[config.mk]
export PLATFORM = sky130hd
export DESIGN_NAME = sg_normalize_flat
export DESIGN_NICKNAME = d
export VERILOG_FILES = /design/src/rtl/sg_normalize_if.sv /design/src/rtl/sg_normalize.sv /design/src/flat_wrapper.sv
export SDC_FILE = /design/constraint.sdc
export NUM_CORES = 1
export LEC_CHECK = 0
export BUFFER_PORTS_ARGS = -buffer_cell sky130_fd_sc_hd__buf_4
export CORE_MARGIN = 2
export CORE_UTILIZATION = 40
export CTS_CLUSTER_SIZE = 14
export DETAILED_ROUTE_END_ITERATION = 10
export PLACE_DENSITY_LB_ADDON = 0.3
export SLEW_MARGIN = 20
export SYNTH_ARGS = -nofsm -noshare
export SYNTH_HDL_FRONTEND = slang
export SYNTH_SLANG_ARGS = --single-unit
[constraint.sdc]
create_clock -name clock -period 2.1 [get_ports clock]
set_clock_uncertainty 0.1 [all_clocks]
set_input_delay 0.63 -clock clock [delete_from_list [all_inputs] [get_ports clock]]
set_output_delay 0.63 -clock clock [all_outputs]
set_load 0.03 [all_outputs]
[src/rtl/sg_normalize_if.sv]
// sg_normalize_if: handshake bundle between the significand multiplier, the
// normalizer and the accumulator adder.
// Ports: upstream product (in_*) with valid/ready, downstream result (out_*) with valid/ready.
interface sg_normalize_if;
  logic        in_valid;
  logic        in_ready;
  logic [21:0] in_sig_mul_out;
  logic [6:0]  in_exp;
  logic        out_valid;
  logic        out_ready;
  logic [9:0]  out_frac;
  logic [4:0]  out_exp;
  logic        out_zero;
  logic        out_ovf;
  logic        out_unf;

  // Normalizer side.
  modport slave (
    input  in_valid, in_sig_mul_out, in_exp, out_ready,
    output in_ready, out_valid, out_frac, out_exp, out_zero, out_ovf, out_unf
  );

  // Producer/consumer side.
  modport master (
    output in_valid, in_sig_mul_out, in_exp, out_ready,
    input  in_ready, out_valid, out_frac, out_exp, out_zero, out_ovf, out_unf
  );
endinterface

[src/rtl/sg_normalize.sv]
// sg_normalize: post-multiply normalizer/rounder for the half-precision MAC.
// Latency: accept at E0, out_valid after E3; one transaction in flight, 5-cycle minimum period.
// Backpressure: result held in HOLD until out_ready; in_ready only in IDLE.
// Ports: clock, resetn (async active-low), bus (sg_normalize_if.slave).
// Option: define SG_NORMALIZE_ROUND_EN for round-to-nearest-even; default truncates.
module sg_normalize #(
  parameter int EXP_BIAS = 15
) (
  input logic           clock,
  input logic           resetn,
  sg_normalize_if.slave bus
);

  typedef enum logic [2:0] {IDLE, DETECT, NORM, ROUND, HOLD} state_t;

  localparam logic signed [7:0] OVF_TH = 8'(2 * EXP_BIAS + 1);

  state_t state_q, state_d;

  // Captured operands and intermediate stage registers.
  logic [21:0]       sig_q;
  logic [6:0]        exp_q;
  logic [4:0]        pos_q;
  logic              zero_q;
  logic [9:0]        frac_q;
  logic signed [7:0] e_q;
`ifdef SG_NORMALIZE_ROUND_EN
  logic              grd_q;
  logic              stk_q;
`endif

  // Result registers, written only on ROUND->HOLD.
  logic [9:0] out_frac_q;
  logic [4:0] out_exp_q;
  logic       out_zero_q;
  logic       out_ovf_q;
  logic       out_unf_q;

  // Leading-one position; 21 doubles as the all-zero code.
  logic [4:0] lead_pos;
  always_comb begin
    lead_pos = 5'd21;
    for (int i = 0; i < 22; i++) begin
      if (sig_q[i]) lead_pos = 5'(i);
    end
  end

  // Left-justify so the hidden one lands at bit 21. Only bits [20:0] of the
  // justified value matter, so the shift is done on 21 bits and only the
  // fields the ROUND stage needs are kept.
  logic [4:0]        shamt;
  logic [9:0]        frac_n;
  logic signed [7:0] e_n;
  always_comb begin
    shamt  = 5'd21 - pos_q;
    frac_n = 10'((sig_q[20:0] << shamt) >> 11);
    e_n    = {exp_q[6], exp_q} + {3'b000, pos_q} - 8'd20;
  end

`ifdef SG_NORMALIZE_ROUND_EN
  logic [10:0] lo_n;
  logic        grd_n;
  logic        stk_n;
  always_comb begin
    lo_n  = 11'(sig_q[20:0] << shamt);
    grd_n = lo_n[10];
    stk_n = |lo_n[9:0];
  end
`endif

  // Rounding and range classification.
  logic [9:0]        f_rnd;
  logic signed [7:0] e_rnd;
  always_comb begin
`ifdef SG_NORMALIZE_ROUND_EN
    logic       inc;
    logic       carry;
    inc            = grd_q & (stk_q | frac_q[0]);
    {carry, f_rnd} = {1'b0, frac_q} + {10'd0, inc};
    // A carry out of the fraction means 1.111..1 rounded up to 10.0: the
    // wrapped fraction is already zero, only the exponent moves.
    e_rnd          = e_q + {7'd0, carry};
`else
    f_rnd = frac_q;
    e_rnd = e_q;
`endif
  end

  logic [9:0] res_frac;
  logic [4:0] res_exp;
  logic       res_zero;
  logic       res_ovf;
  logic       res_unf;
  always_comb begin
    res_frac = 10'd0;
    res_exp  = 5'd0;
    res_zero = 1'b0;
    res_ovf  = 1'b0;
    res_unf  = 1'b0;
    if (zero_q) begin
      res_zero = 1'b1;
    end else if (e_rnd <= 8'sd0) begin
      res_unf = 1'b1;
    end else if (e_rnd >= OVF_TH) begin
      res_ovf = 1'b1;
      res_exp = 5'd31;
    end else begin
      res_exp  = e_rnd[4:0];
      res_frac = f_rnd;
    end
  end

  // Next-state logic.
  always_comb begin
    state_d = state_q;
    case (state_q)
      IDLE:    if (bus.in_valid) state_d = DETECT;
      DETECT:  state_d = NORM;
      NORM:    state_d = ROUND;
      ROUND:   state_d = HOLD;
      HOLD:    if (bus.out_ready) state_d = IDLE;
      default: state_d = IDLE;
    endcase
  end

  always_ff @(posedge clock or negedge resetn) begin
    if (!resetn) begin
      state_q    <= IDLE;
      sig_q      <= '0;
      exp_q      <= '0;
      pos_q      <= '0;
      zero_q     <= 1'b0;
      frac_q     <= '0;
      e_q        <= '0;
`ifdef SG_NORMALIZE_ROUND_EN
      grd_q      <= 1'b0;
      stk_q      <= 1'b0;
`endif
      out_frac_q <= '0;
      out_exp_q  <= '0;
      out_zero_q <= 1'b0;
      out_ovf_q  <= 1'b0;
      out_unf_q  <= 1'b0;
    end else begin
      state_q <= state_d;
      case (state_q)
        IDLE: begin
          if (bus.in_valid) begin
            sig_q <= bus.in_sig_mul_out;
            exp_q <= bus.in_exp;
          end
        end
        DETECT: begin
          pos_q  <= lead_pos;
          zero_q <= ~|sig_q;
        end
        NORM: begin
          frac_q <= frac_n;
          e_q    <= e_n;
`ifdef SG_NORMALIZE_ROUND_EN
          grd_q  <= grd_n;
          stk_q  <= stk_n;
`endif
        end
        ROUND: begin
          out_frac_q <= res_frac;
          out_exp_q  <= res_exp;
          out_zero_q <= res_zero;
          out_ovf_q  <= res_ovf;
          out_unf_q  <= res_unf;
        end
        default: ;
      endcase
    end
  end

  assign bus.in_ready  = (state_q == IDLE);
  assign bus.out_valid = (state_q == HOLD);
  assign bus.out_frac  = out_frac_q;
  assign bus.out_exp   = out_exp_q;
  assign bus.out_zero  = out_zero_q;
  assign bus.out_ovf   = out_ovf_q;
  assign bus.out_unf   = out_unf_q;

endmodule

[src/flat_wrapper.sv]
// flat-port wrapper written by rule: the top's interface ports become plain ports
module sg_normalize_flat 
#(
  parameter int EXP_BIAS = 15
)
  (clock, resetn, bus_in_valid, bus_in_sig_mul_out, bus_in_exp, bus_out_ready, bus_in_ready, bus_out_valid, bus_out_frac, bus_out_exp, bus_out_zero, bus_out_ovf, bus_out_unf);
  sg_normalize_if bus_i ();
  input logic clock;
  input logic resetn;
  input wire logic [$bits(bus_i.in_valid)-1:0] bus_in_valid;
  input wire logic [$bits(bus_i.in_sig_mul_out)-1:0] bus_in_sig_mul_out;
  input wire logic [$bits(bus_i.in_exp)-1:0] bus_in_exp;
  input wire logic [$bits(bus_i.out_ready)-1:0] bus_out_ready;
  output wire logic [$bits(bus_i.in_ready)-1:0] bus_in_ready;
  output wire logic [$bits(bus_i.out_valid)-1:0] bus_out_valid;
  output wire logic [$bits(bus_i.out_frac)-1:0] bus_out_frac;
  output wire logic [$bits(bus_i.out_exp)-1:0] bus_out_exp;
  output wire logic [$bits(bus_i.out_zero)-1:0] bus_out_zero;
  output wire logic [$bits(bus_i.out_ovf)-1:0] bus_out_ovf;
  output wire logic [$bits(bus_i.out_unf)-1:0] bus_out_unf;
  assign bus_i.in_valid = bus_in_valid;
  assign bus_i.in_sig_mul_out = bus_in_sig_mul_out;
  assign bus_i.in_exp = bus_in_exp;
  assign bus_i.out_ready = bus_out_ready;
  assign bus_in_ready = bus_i.in_ready;
  assign bus_out_valid = bus_i.out_valid;
  assign bus_out_frac = bus_i.out_frac;
  assign bus_out_exp = bus_i.out_exp;
  assign bus_out_zero = bus_i.out_zero;
  assign bus_out_ovf = bus_i.out_ovf;
  assign bus_out_unf = bus_i.out_unf;
  sg_normalize #(.EXP_BIAS(EXP_BIAS)) u_core (.clock(clock), .resetn(resetn), .bus(bus_i));
endmodule
; ---- Yosys cells after proc, flatten, opt, wreduce, memory -nomap -nowiden
; Index checks and enable logic that the tools add are counted.
[totals]
register_bits = 74
out_inout_bits = 20
[op_classes]
mux = 37
eq_ne = 6
n_reduce_logical = 5
shift = 1
n_addsub = 3
n_lt_le_gt_ge = 2
[op_table]
columns = op, count
row1 = 5-bit two-way mux, 25
row2 = 10-bit two-way mux, 3
row3 = 22-bit OR reduction, 1
row4 = 21-bit by 5-bit << shifter with 21-bit output, 1
row5 = 3-bit case mux with 5 select lines, 1
row6 = 7-bit by 6-bit adder with 8-bit output, 1
row7 = 8-bit by 6-bit greater-or-equal comparator with 1-bit output (second input constant), 1
row8 = 8-bit by 1-bit less-or-equal comparator with 1-bit output (second input constant), 1
row9 = 8-bit by 5-bit subtractor with 8-bit output (second input constant), 1
row10 = 3-bit by 2-bit == test with 1-bit output (second input constant), 2
row11 = 1-bit two-way mux, 6
row12 = 3-bit two-way mux, 2
row13 = 5-bit subtractor (first input constant), 1
row14 = 2-bit inequality test (second input constant), 2
row15 = 2-bit AND reduction, 2
row16 = 3-bit by 1-bit == test with 1-bit output (second input constant), 1
row17 = 3-bit == test (second input constant), 1
row18 = 3-bit zero test, 1
row19 = 1-bit zero test, 1

; ---- Logic depth before layout (Yosys ltp)
[logic_depth]
ltp_word = 22
depth_mapped = 10
ltp_nobuf = 9

; ---- Worst setup path after synthesis
; No wires, ideal clock.
[synth_timing]
kind = register to register
startpoint = register u_core.state_q[1]
endpoint = register u_core.exp_q[0]
arrival_time_ns = 2.150
setup_time_ns = 0.125
required_time_ns = 1.875
setup_slack_ns = -0.275
path_buffers = 3
stages_incl_launch_ff = 7
path_cell_list = dfrtp_1 buf_2 nor3_1 and2_1 buf_2 buf_2 mux2_2
[synth_between]
elab_chain_cells = 2
[synth_rtl]
columns = item, line
row1 = start: declaration, sg_normalize.sv:18  ; state_t state_q, state_d;
row2 = start signal: assignment, sg_normalize.sv:145  ; state_q <= state_d;
row3 = 3-bit zero test, -
row4 = via bus_in_ready, flat_wrapper.sv:14  ; output wire logic [$bits(bus_i.in_ready)-1:0] bus_in_ready;
row5 = 2-bit AND reduction (no source line), -
row6 = end signal: assignment, sg_normalize.sv:150  ; exp_q <= bus.in_exp;
row7 = end: declaration, sg_normalize.sv:22  ; logic [6:0] exp_q;
; The timed path passes the listed nets, and every way through them passes these cells.
; A chain may end at the register's enable or synchronous reset.

; ---- Worst setup path after layout
[layout_timing]
startpoint = register u_core.pos_q[1]
endpoint = register u_core.e_q[7]
[layout_between]
elab_chain_cells = 2
[layout_rtl]
columns = item, line
row1 = start: declaration, sg_normalize.sv:23  ; logic [4:0] pos_q;
row2 = start signal: assignment, sg_normalize.sv:154  ; pos_q <= lead_pos;
row3 = 7-bit by 6-bit adder with 8-bit output, sg_normalize.sv:57  ; e_n = {exp_q[6], exp_q} + {3'b000, pos_q} - 8'd20;
row4 = 8-bit by 5-bit subtractor with 8-bit output, sg_normalize.sv:57
row5 = end signal: assignment, sg_normalize.sv:159  ; e_q <= e_n;
row6 = end: declaration, sg_normalize.sv:26  ; logic signed [7:0] e_q;
; No other way between the ends.

==> impl_metrics.env <==
export IMPL_grt_max_degree=53
export IMPL_ff_latch_count_synth=74
export IMPL_core_area_um2=10230
export IMPL_critPathSlowestCell="dfrtp_1"
export IMPL_floorplan_die_height_um=106.2
export IMPL_synthesized_area_um2=4174
export IMPL_timing_critical_path_slowest_cell_delay_ns=0.40
export IMPL_dieWidth_um=106.2
export IMPL_worst_r2r_cell_count=8
export IMPL_worst_setup_path_start_kind="register"
export IMPL_synth_seq_area_share=0.4436
export IMPL_tightest_slew_ns=0.4953
export IMPL_routed_wire_length_per_instance_um=14.85
export IMPL_syn_num_nets=455
export IMPL_portBuffers=52
export IMPL_timing_reg2reg_setup_slack_ns=-0.003
export IMPL_drt_antenna_violating_nets=0
export IMPL_critical_r2r_launch="u_core.pos_q[1]"
export IMPL_final_hold_vio_count=0
export IMPL_drc=0
export IMPL_violations="negative setup slack"
export IMPL_grtUsageTotal=0.1705
export IMPL_io_pins=53
export IMPL_number_of_global_route_vias_before_repair=3089
export IMPL_post_synth_num_cell_types=62
export IMPL_hpwlAfterDp_um=6653
export IMPL_clk_pin_slew_worst_paths_ns=0.07
export IMPL_viasPerCell=5.280
export IMPL_number_of_flops_mapped_to_enable_cells_by_yosys=0
export IMPL_rr_endpoint="u_core.e_q[7]"
export IMPL_cp_buffers_inverters=0
export IMPL_layout_worst_path_cycle_share=1.002
export IMPL_cts_sinks=74
export IMPL_synthesis_warnings=0
export IMPL_initial_core_util=0.4080
export IMPL_post_layout_total_power_mw=9.010
export IMPL_slew_headroom=0.6656
export IMPL_postSynthCellCount=409
export IMPL_grt_pass1_wl_um=15360
export IMPL_layout_nets=520
export IMPL_root_buffer="clkbuf_8"
export IMPL_leakage_nw=2.337
export IMPL_grt_setup_unrepaired="true"
export IMPL_post_route_cells_drive_above_1_share=0.3117
export IMPL_cts_tree="built"
export IMPL_worst_hold_path_type="in2async"
export IMPL_drt_wl_total_um=9116
export IMPL_placement_rows=37
export IMPL_slew_viol_final=0
export IMPL_via_count=3242
export IMPL_critical_path_start_end_classification="reg2reg"
export IMPL_h_tree_depth=3
export IMPL_drt_initial_drc_count=183
export IMPL_cts_hold_buffers_added=0
export IMPL_worstPathMaxFanout=3
export IMPL_finalWeightedCongestion=0.8612
export IMPL_fmax_mhz=475.5
export IMPL_ys_dominant_reg_cell="dfrtp_1"
export IMPL_die_area_um2=11270
export IMPL_synthesis_area_per_instance_um2=10.21
export IMPL_layout_area_overhead_vs_synth_pct=22.66
export IMPL_path_cells="ha_1 -> ha_2 -> fa_2 -> a21o_1 -> a21oi_2 -> nor2b_1 -> o21ai_1 -> a22o_1"
export IMPL_final_critical_path_setup_slack_ns=-0.003271
export IMPL_layout_area_seq_um2=1852
export IMPL_multi_input_comb_area_um2=2231
export IMPL_maxCapViolations=0
export IMPL_n_fill_cell=952
export IMPL_critical_path_required_ns=2.30
export IMPL_status="complete, but fails checks"
export IMPL_worstSetupEndpointType="register"
export IMPL_cp_arrival_ns=2.30
export IMPL_first_pass_iters=4
export IMPL_final_min_clock_period_ns=2.103
export IMPL_max_vdd_ir_drop_uv=589.4
export IMPL_p_per_area_nw_per_um2=1760
export IMPL_antenna_found_initial=0
export IMPL_final_hold_worst_slack_ns=0.05915
export IMPL_critPathTopFamily="adder cells"
export IMPL_clock_insertion_delay_worst_skew_ns=0.35
export IMPL_final_setup_viol_count=1
export IMPL_async_flop_share=1.000
export IMPL_globalRoute_totalOverflow=0
export IMPL_clk_path_buf_depth=2
export IMPL_cts_buffers_inserted=9
export IMPL_num_antenna_cells=0
cell type report:
class | instances | area share
inverter | 16 | 0.01246
sequential | 74 | 0.3617
tap | 136 | 0.03324
clock buffer | 13 | 0.03299
clock inverter | 2 | 0.006843
timing repair buffer | 76 | 0.1171
multi-input combinational | 297 | 0.4357
cell usage in the layout, fill, tap and decap left out, drive strengths merged, types with 13 or more instances in the layout:
cell type  instances
buf               76
clkbuf            13
dfrtp             74
inv               15
mux2              33
nand2             54
nor2              34
o21ai             29
report_power, final:
group | switching, mW | internal (mW) | total (mW)
Clock | 0.517 | 0.639 | 1.16
Sequential | 0.661 | 2.08 | 2.74
Combinational | 2.63 | 2.49 | 5.12
Total | 3.81 | 5.20 | 9.01
Yosys cell counts (9+ instances only):
library cell  number  share of area
nand2_1           54          0.049
a21oi_1           12          0.014
inv_1             15          0.013
o21ai_0           29          0.035
mux2_2            33          0.089
dfrtp_1           74           0.44
a22o_1            11          0.023
mux2i_1            9          0.022
nand3_1           12          0.014
ha_1              12          0.036
clkbuf_1          10         0.0090
nor2_1            34          0.031
cells by family (layout without fill, tap and decap cells):
logic type,count (synthesis),after routing,share of synthesized area
buffers and inverters,38,107,0.04286
adders and majority gates,13,13,0.04077
DFF,74,74,0.4436
xor gates and xnor gates,6,6,0.01259
AOI/OAI and AO/OA,90,90,0.1439
and+or+nand+nor,137,137,0.1553
muxes,51,51,0.1610
sequential cells by signal, indices dropped and copies added (netlist names):
name,count
u_core.bus.out_zero,1
u_core.zero_q,1
u_core.sig_q,22
u_core.exp_q,7
u_core.pos_q,5
u_core.bus.out_unf,1
u_core.e_q,8
u_core.bus.out_frac,10
u_core.state_q,3
u_core.bus.out_ovf,1
u_core.bus.out_exp,5
u_core.f_rnd,10
metrics by stage:
stage / instances / utilization / TNS [ns] / setup slack, ns / area, um^2
global placement: 593 / 0.4708 / -0.01906 / -0.01906 / 4817
finish: 614 / 0.5004 / -0.003271 / -0.003271 / 5120
floorplan: 409 / - / 0 / 0.01684 / 4224
CTS: 610 / 0.4930 / 0 / 0.001564 / 5044
detailed placement: 593 / 0.4708 / -0.1669 / -0.1341 / 4817
global route: 614 / 0.5004 / -0.1455 / -0.08046 / 5120
worst max path at each step:
stage | slack, ns | cells after the start | startpoint | end
global route | -0.08 | 8 | u_core.exp_q[1] | u_core.e_q[7]
floorplan | 0.02 | 6 | u_core.state_q[1] | u_core.exp_q[0]
global placement | -0.02 | 8 | u_core.pos_q[1] | u_core.e_q[7]
detailed placement | -0.13 | 8 | u_core.pos_q[1] | u_core.e_q[7]
finish | -0.003 | 8 | u_core.pos_q[1] | u_core.e_q[7]
CTS | 0.002 | 8 | u_core.pos_q[1] | u_core.e_q[7]
what timing repair did:
item | CTS | global route
buffers inserted | 2 | 4
pin swaps | 3 | 6
cloned | 0 | 0
resized for setup | 4 | 7
setup endpoints to repair | 5 | 12
endpoints found under the hold margin | 0 | 0
metal layers:
metal | track usage | vias to the layer above | wire length, um
met1 | 0.2481 | 1548 | 4542
met3 | 0.02514 | 14 | 307
met4 | 0.07519 | 0 | 206
met5 | 0 | - | 0
li1 | - | 1605 | -
met2 | 0.2518 | 75 | 4060
Power figures use the tool's default switching activity.
